[config.mk]
export PLATFORM = sky130hd
export DESIGN_NAME = dump_sequencer
export DESIGN_NICKNAME = d
export VERILOG_FILES = /design/src/rtl/nmr_pkg.sv /design/src/rtl/dn_counter.sv /design/src/rtl/dump_sequencer.sv
export SDC_FILE = /design/constraint.sdc
export NUM_CORES = 1
export LEC_CHECK = 0
export CAP_MARGIN = 10
export CORE_MARGIN = 1
export CORE_UTILIZATION = 55
export DETAILED_ROUTE_END_ITERATION = 16
export DONT_BUFFER_PORTS = 1
export PLACE_DENSITY = 0.69
export SLEW_MARGIN = 20
export SYNTH_ARGS = -nofsm -noshare
export SYNTH_HDL_FRONTEND = slang
export SYNTH_SLANG_ARGS = --single-unit
[constraint.sdc]
create_clock -name clk -period 5 [get_ports clk]
set_input_delay 1.25 -clock clk [delete_from_list [all_inputs] [get_ports clk]]
set_output_delay 1.25 -clock clk [all_outputs]
set_load 0.05 [all_outputs]
[src/rtl/nmr_pkg.sv]
// nmr_pkg: shared state encoding and default counter width for the NMR dump sequencer.
package nmr_pkg;
    localparam int CNT_W_DEF = 16;
    typedef enum logic [1:0] {IDLE, DELAY, DUMP, GUARD} seq_state_t;
endpackage

[src/rtl/dn_counter.sv]
// dn_counter: loadable down-counter that stops at zero and flags it.
module dn_counter #(
    parameter int W = 16
) (
    input  logic         clk,
    input  logic         reset,
    input  logic         load,
    input  logic [W-1:0] val,
    output logic         zero
);
    logic [W-1:0] cnt;
    assign zero = ~|cnt;
    always_ff @(posedge clk) begin
        if (reset) cnt <= '0;
        else if (load) cnt <= val;
        else if (!zero) cnt <= cnt - W'(1);
    end
endmodule

[src/rtl/dump_sequencer.sv]
// dump_sequencer: per-echo antenna dump pulse sequencer (dead time, dump width, receiver guard).
module dump_sequencer import nmr_pkg::*; #(
    parameter int CNT_W     = CNT_W_DEF,
    parameter int GUARD_CYC = 8
) (
    input  logic             clk,
    input  logic             reset,
    input  logic             dumpoff,
    input  logic             rf_end,
    input  logic             abort,
    input  logic [CNT_W-1:0] dly_cfg,
    input  logic [CNT_W-1:0] wid_cfg,
    output logic             dump_out,
    output logic             busy,
    output logic             done,
    output logic             overrun
);
    localparam bit HAS_G = GUARD_CYC > 0;
    localparam logic [CNT_W-1:0] G_LD = CNT_W'(HAS_G ? GUARD_CYC - 1 : 0);
    seq_state_t state, nxt;
    logic active, accept, zero, ld, done_n;
    logic [CNT_W-1:0] ld_val, wid_q;
    assign active = state != IDLE;
    assign accept = rf_end && !dumpoff && !active;
    // counter holds remaining-cycles-minus-one, so a stage ends the cycle it reads zero
    assign ld = nxt != state && nxt != IDLE;
    dn_counter #(.W(CNT_W)) u_cnt (
        .clk  (clk),
        .reset(reset),
        .load (ld),
        .val  (ld_val),
        .zero (zero)
    );
    always_comb begin
        nxt    = state;
        ld_val = '0;
        done_n = 1'b0;
        case (state)
            IDLE:
                if (accept) begin
                    if (|dly_cfg) begin
                        nxt    = DELAY;
                        ld_val = dly_cfg - CNT_W'(1);
                    end else if (|wid_cfg) begin
                        nxt    = DUMP;
                        ld_val = wid_cfg - CNT_W'(1);
                    end else if (HAS_G) begin
                        nxt    = GUARD;
                        ld_val = G_LD;
                    end else done_n = 1'b1;
                end
            DELAY:
                if (zero) begin
                    if (|wid_q) begin
                        nxt    = DUMP;
                        ld_val = wid_q - CNT_W'(1);
                    end else if (HAS_G) begin
                        nxt    = GUARD;
                        ld_val = G_LD;
                    end else begin
                        nxt    = IDLE;
                        done_n = 1'b1;
                    end
                end
            DUMP:
                if (zero) begin
                    nxt    = HAS_G ? GUARD : IDLE;
                    ld_val = G_LD;
                    done_n = !HAS_G;
                end
            GUARD:
                if (zero) begin
                    nxt    = IDLE;
                    done_n = 1'b1;
                end
        endcase
        // abort wins over any transition, including the one into the done cycle
        if (abort && active) begin
            nxt    = IDLE;
            done_n = 1'b0;
        end
    end
    always_ff @(posedge clk) begin
        if (reset) begin
            state    <= IDLE;
            wid_q    <= '0;
            dump_out <= 1'b0;
            busy     <= 1'b0;
            done     <= 1'b0;
            overrun  <= 1'b0;
        end else begin
            state    <= nxt;
            if (accept) wid_q <= wid_cfg;
            dump_out <= dumpoff || nxt == DUMP;
            busy     <= nxt != IDLE;
            done     <= done_n;
            overrun  <= overrun || (rf_end && active);
        end
    end
endmodule

==> results of run 1 <==
## Yosys cell counts, types with 4 or more instances
cell / count
mux2i_1: 4
dfxtp_1: 38
or2_2: 5
a21oi_1: 26
nand4_1: 8
or3_1: 5
clkbuf_1: 10
or4_1: 4
inv_1: 14
nor4_1: 10
nor3_1: 24
a31oi_1: 4
xor2_1: 25
o211ai_1: 6
nand3_1: 10
ha_1: 8
xnor2_1: 24
nand2_1: 57
o21ai_0: 16
nor4_4: 4
nor2_1: 43
## final timing paths
kind / from / endpoint / slack, ns / cells after the start
hold reg to reg: wid_q[9] / wid_q[9] / 0.47 / 2
hold / removal: wid_q[9] / wid_q[9] / 0.47 / 2
setup reg to reg: u_cnt.cnt[0] / u_cnt.cnt[5] / 2.35 / 8
setup / recovery: dly_cfg[0] / u_cnt.cnt[0] / 1.99 / 8
## flip-flops by register name, indices dropped and copies added (netlist names)
signal / flops
u_cnt.cnt: 16
done: 1
wid_q: 16
dump_out: 1
overrun: 1
busy: 1
state: 2
## layer usage
layer / track usage (%) / vias to the layer above / part of all wire, %
met5: 0 / - / 0
met4: 8.08 / 0 / 1.2
met3: 4.58 / 11 / 6.0
met2: 47.1 / 86 / 48
met1: 37.4 / 1332 / 45
li1: - / 1433 / -
## worst min-delay path, stage by stage, from the launching register on
cell and delay [ns]:
dfxtp_1 0.33, nand2_1 0.06, a21oi_1 0.05
## layout make-up
cell class | instances | share of cell area (%)
Inverter | 14 | 1.66
Multi-Input combinational cell | 336 | 67.4
Clock inverter | 1 | 0.951
Tap cell | 70 | 2.77
Clock buffer | 6 | 2.61
Timing Repair Buffer | 2 | 0.475
Sequential cell | 38 | 24.1
## where the power goes
| group | leakage [nW] | switching [mW] | internal, mW |
|---|---|---|---|
| combinational | 0.772 | 0.299 | 0.232 |
| sequential | 0.312 | 0.0912 | 0.368 |
| clock | 0.0573 | 0.109 | 0.160 |
| total | 1.14 | 0.499 | 0.760 |
## metrics by stage
stage / setup slack (ns) / area [um^2]
global placement: 1.79 / 3050
detailed placement: 1.75 / 3050
floorplan: 2.06 / 3000
finish: 1.99 / 3160
CTS: 2.04 / 3160
global route: 1.76 / 3160
## cells by family after synthesis
family	share of synthesized area [%]
AOI/OAI and AO/OA	17.9
xor gates and xnor gates	14.3
adders and majority gates	3.33
buffers and inverters	3.79
DFF	25.3
muxes	1.33
and+or+nand+nor	34.0
==> metrics.md, run 1 <==
| Metric | Value |
|---|---|
| Outcome | complete, no violations |
| Delay-heaviest family, CP | simple AND/OR/NAND/NOR gates |
| RSZ-0062 raised after global routing | false |
| MaxCap Viol Count | 0 |
| CP max-delay cell | and4_1 |
| Post-synthesis sequential area ratio | 25.3% |
| WS Path Type | primary input to flop |
| Total global routing overflow | 0 |
| Std cell rows | 26 |
| Num CTS Buffers | 5 |
| Layout Skew | 0.0114 ns |
| Post-synth top flop | dfxtp_1 |
| Synthesis-to-finish area growth | 5.12% |
| Filler Cell Count | about 470 |
| Net count, final | 442 |
| Number of global-route vias before repair | 2703 |
| Fin crit share | roughly 60% |
| Post-CTS Hold Buffers | 0 |
| I/O Pins | between 40 and 50 |
| First-pass GRT wire length | between 10000 and 15000 um |
| Share of the synthesized area in the top cell type | 25.3% |
| Fraction of registers with async set/reset | 0% |
| Reg clk slew, reported paths | 0.08 ns |
| DR WL/cell | around 17 um |
| Setup Fix Bufs, Post-CTS | 0 |
| Clk sinks | 38 |
| Resize count post-CTS | 0 |
| Largest net degree at the start of global routing | 29 |
| Register bit total from synthesis | 38 |
| P_leak | 1.14 nW |
| Clock tree buffer depth | 2 |
| DRT Pass-1 Iters | 4 |
| IO Port Bufs | 0 |
| Multi-input logic area | 2130 um^2 |
| Worst Setup End Kind | flop |
| Final hold slack | 0.472 ns |
| Most frequent cells in the layout | 57 x nand2_1, 43 x nor2_1, 38 x dfxtp_1 |
| Slew margin rel. | 32.8% |
| Required time at the worst-slack endpoint | 5.22 ns |
| CTS tree | built |
| Syn_area_per_cell | approximately 7.5 um^2 |
| ANT nets after route | 0 |
| Root Driver | clkbuf_8 |
| Total core area | ~5200 um^2 |
| Mean number of vias per cell | 6.13 |
| Critical Path Start Type | primary input |
| Pwr/cell area | 399 nW/um^2 |
| Min Tclk post-route | 3.01 ns |
| Post-Synthesis Cells | about 400 |
| Most common cell after layout, fill and taps aside | nand2_1 |
| DRC viols | 0 |
| Final setup violation count | 0 |
| Min-delay worst type | flop to flop |
| Final Util | approximately three fifths |
| Post-Route WL | 7940 um |
| Post-Syn Area | 3000 um^2 |
| Worst vdd ir | 0.000194 V |
| Worst path bufs/invs | 1 |
| Fmax | ~330 MHz |
| Die ar. | 5760 um^2 |
| Ant diodes | 0 |
| EDFF count, synth | 0 |
| Area contributors post-synth | dfxtp_1 25%, xor2_1 7.3%, nand2_1 7.1%, xnor2_1 7.0%, nor2_1 5.4% |
| Synth unique cells | just under 60 |
| Final setup TNS | 0 ns |
| Post-synth top area cell | dfxtp_1 |
| Total number of vias | 2862 |
| Fin. max-slew vios | 0 |
| Mapped Nets | 446 |
| Initial antenna violation count | 0 |
| Die Wd | 75.9 um |
| Count of final hold-check violations | 0 |
| YS warnings | 0 |
| Die height | 75.9 um |
| Starting Density | 58.1% |
| Slew @ Worst Pin | roughly 1 ns |
| Placed cells | 460 |
| CTS HTree Levels | 2 |
| Crit path arrival time | 3.23 ns |
| DR iter-0 viols | 216 |
| Crit-path max cell delay | approximately 0.50 ns |
| Total power | 1.26 mW |
| Clk_lat worst skew | 0.29 ns |
| Crit-path max FO | 10 |
| Post-Layout Cell Count | 467 |
| Hpwl dp | 6220 um |
| Tot GR Track Use | 28.2% |
| GPL Wtd Cong | 0.890 |
| Sequential cell area | 761 um^2 |
| Layout cells sized above 1 | slightly above 7% |
| Worst path cell trace | inv_1 -> ha_1 -> nor4b_1 -> and4_1 -> a22oi_1 -> a2111oi_0 -> nor4_1 -> nor3_1 |
No activity file was read; power rests on OpenSTA's default activity.
==> run 2, diff against run 1 <==
==> constraint.sdc (replaced) <==
create_clock -name clk -period 3.03 [get_ports clk]
set_input_delay 0.7575 -clock clk [delete_from_list [all_inputs] [get_ports clk]]
set_output_delay 0.7575 -clock clk [all_outputs]
set_load 0.05 [all_outputs]
==> run 2 against run 1 <==
  * Non-clock buffer count grew 7
  * Sequential cell count unchanged
  * First-iteration DRC count down 7.4%
  * Clock skew decreased by 0.00099 ns
  * Sequential share of layout area fell by 0.26 points
  * Global-route usage rose by 0.26 points
  * Critical path type is now flop to flop
  * Routed wire length increased by 0.18%
  * Clock-buffer cell count unchanged
==> metrics.md, run 2 (synthesized netlist as in run 1, its figures left out) <==
| Metric | Value |
|---|---|
| DR WL/cell | between 15 and 20 um |
| Worst vdd ir | 0.000306 V |
| Crit path arrival time | 2.76 ns |
| Total number of vias | 2869 |
| Count of final hold-check violations | 0 |
| Reg clk slew, reported paths | 0.08 ns |
| Placed cells | approximately 470 |
| Die Wd | 75.9 um |
| Most frequent cells in the layout | 57 x nand2_1, 43 x nor2_1, 38 x dfxtp_1 |
| CTS HTree Levels | 2 |
| Pwr/cell area | ~630 nW/um^2 |
| Clock tree buffer depth | 2 |
| Most common cell after layout, fill and taps aside | nand2_1 |
| Initial antenna violation count | 0 |
| Total global routing overflow | 0 |
| Mean number of vias per cell | 6.04 |
| Final setup violation count | 0 |
| I/O Pins | 41 |
| Largest net degree at the start of global routing | 29 |
| Fin. max-slew vios | 0 |
| Root Driver | clkbuf_8 |
| Post-Layout Cell Count | 475 |
| CTS tree | built |
| Outcome | complete, no violations |
| IO Port Bufs | 0 |
| MaxCap Viol Count | 0 |
| Crit-path max cell delay | 0.46 ns |
| Net count, final | 449 |
| Total power | 2.00 mW |
| Required time at the worst-slack endpoint | 3.24 ns |
| Min Tclk post-route | 2.55 ns |
| Synthesis-to-finish area growth | 6.29% |
| Worst Setup End Kind | flop |
| ANT nets after route | 0 |
| Clk_lat worst skew | 0.29 ns |
| Critical Path Start Type | flop |
| Post-Route WL | 7950 um |
| WS Path Type | flop to flop |
| RSZ-0062 raised after global routing | false |
| P_leak | 1.17 nW |
| Min-delay worst type | flop to flop |
| Crit-path max FO | 7 |
| DR iter-0 viols | 200 |
| Clk sinks | 38 |
| Worst path cell trace | inv_1 -> ha_1 -> nor4b_1 -> and4_1 -> nand4_1 -> or2_1 -> o21ai_1 |
| Tot GR Track Use | approximately 28% |
| Filler Cell Count | 479 |
| Number of global-route vias before repair | 2765 |
| Total core area | 5170 um^2 |
| Post-CTS Hold Buffers | 0 |
| Starting Density | approximately three fifths |
| CP max-delay cell | or2_1 |
| Layout Skew | 0.0104 ns |
| Fmax | around 400 MHz |
| Final Util | 61.7% |
| Fin crit share | ~84% |
| Design area | ~3200 um^2 |
| Resize count post-CTS | 0 |
| Layout cells sized above 1 | 8.89% |
| Final setup TNS | 0 ns |
| Regs by FF count | u_cnt.cnt (16), wid_q (16), state (2) |
| First-pass GRT wire length | roughly 13000 um |
| DRC viols | 0 |
| Ant diodes | 0 |
| Slew @ Worst Pin | roughly 0.8 ns |
| Slew margin rel. | approximately 48% |
| Die ar. | roughly 5800 um^2 |
| Std cell rows | 26 |
| GPL Wtd Cong | 0.866 |
| Placed cell areas | ~3100 um^2 |
| Setup Fix Bufs, Post-CTS | 0 |
| Num CTS Buffers | 5 |
| Die height | around 76 um |
| DRT Pass-1 Iters | 4 |
| Hpwl dp | 6290 um |
## run 2: worst max-delay path, delay by kind of cell, from the launching register on
family,cells,cell delay [ns]
AOI/OAI and AO/OA,1,0.25
adders and majority gates,1,0.18
buffers and inverters,1,0.10
DFF,1,0.37
and+or+nand+nor,4,1.57
## run 2: worst paths after layout
check / from / end / slack [ns] / depth (start not counted)
worst max register to register: u_cnt.cnt[0] / u_cnt.cnt[5] / 0.48 / 7
worst min register to register: wid_q[9] / wid_q[9] / 0.47 / 2
worst min-delay path: wid_q[9] / wid_q[9] / 0.47 / 2
worst max-delay path: u_cnt.cnt[0] / u_cnt.cnt[5] / 0.48 / 7
## run 2: area by class of cell
cell class	count	area (um^2)	area share [%]
timing repair buffer	9	67.6	2.12
inverter	14	52.6	1.65
clock buffer	6	82.6	2.59
tap	70	87.6	2.74
clock inverter	2	12.5	0.392
multi-input combinational	336	2130	66.7
sequential	38	761	23.8
## run 2: power breakdown
group | total [mW] | switching (mW) | internal, mW
Combinational | 0.875 | 0.479 | 0.395
Sequential | 0.759 | 0.151 | 0.608
Clock | 0.369 | 0.186 | 0.183
Total | 2.00 | 0.817 | 1.19
## run 2: through the flow
| stage | worst slack [ns] | hold slack (ns) |
|---|---|---|
| 2_1_floorplan | 0.581 | 0.450 |
| 3_3_place_gp | 0.424 | 0.462 |
| 3_5_place_dp | 0.397 | 0.466 |
| 4_1_cts | 0.508 | 0.473 |
| 5_1_grt | 0.291 | 0.496 |
| 6_report | 0.476 | 0.474 |
## run 2: per-layer routing
metal	global-route usage (%)	wire length [um]	vias to the layer above	share of wire, %
li1	-	-	1443	-
met1	35.8	3480	1296	44
met2	46.7	3620	110	45
met3	7.23	658	20	8.3
met4	10.8	199	0	2.5
met5	0	0	-	0
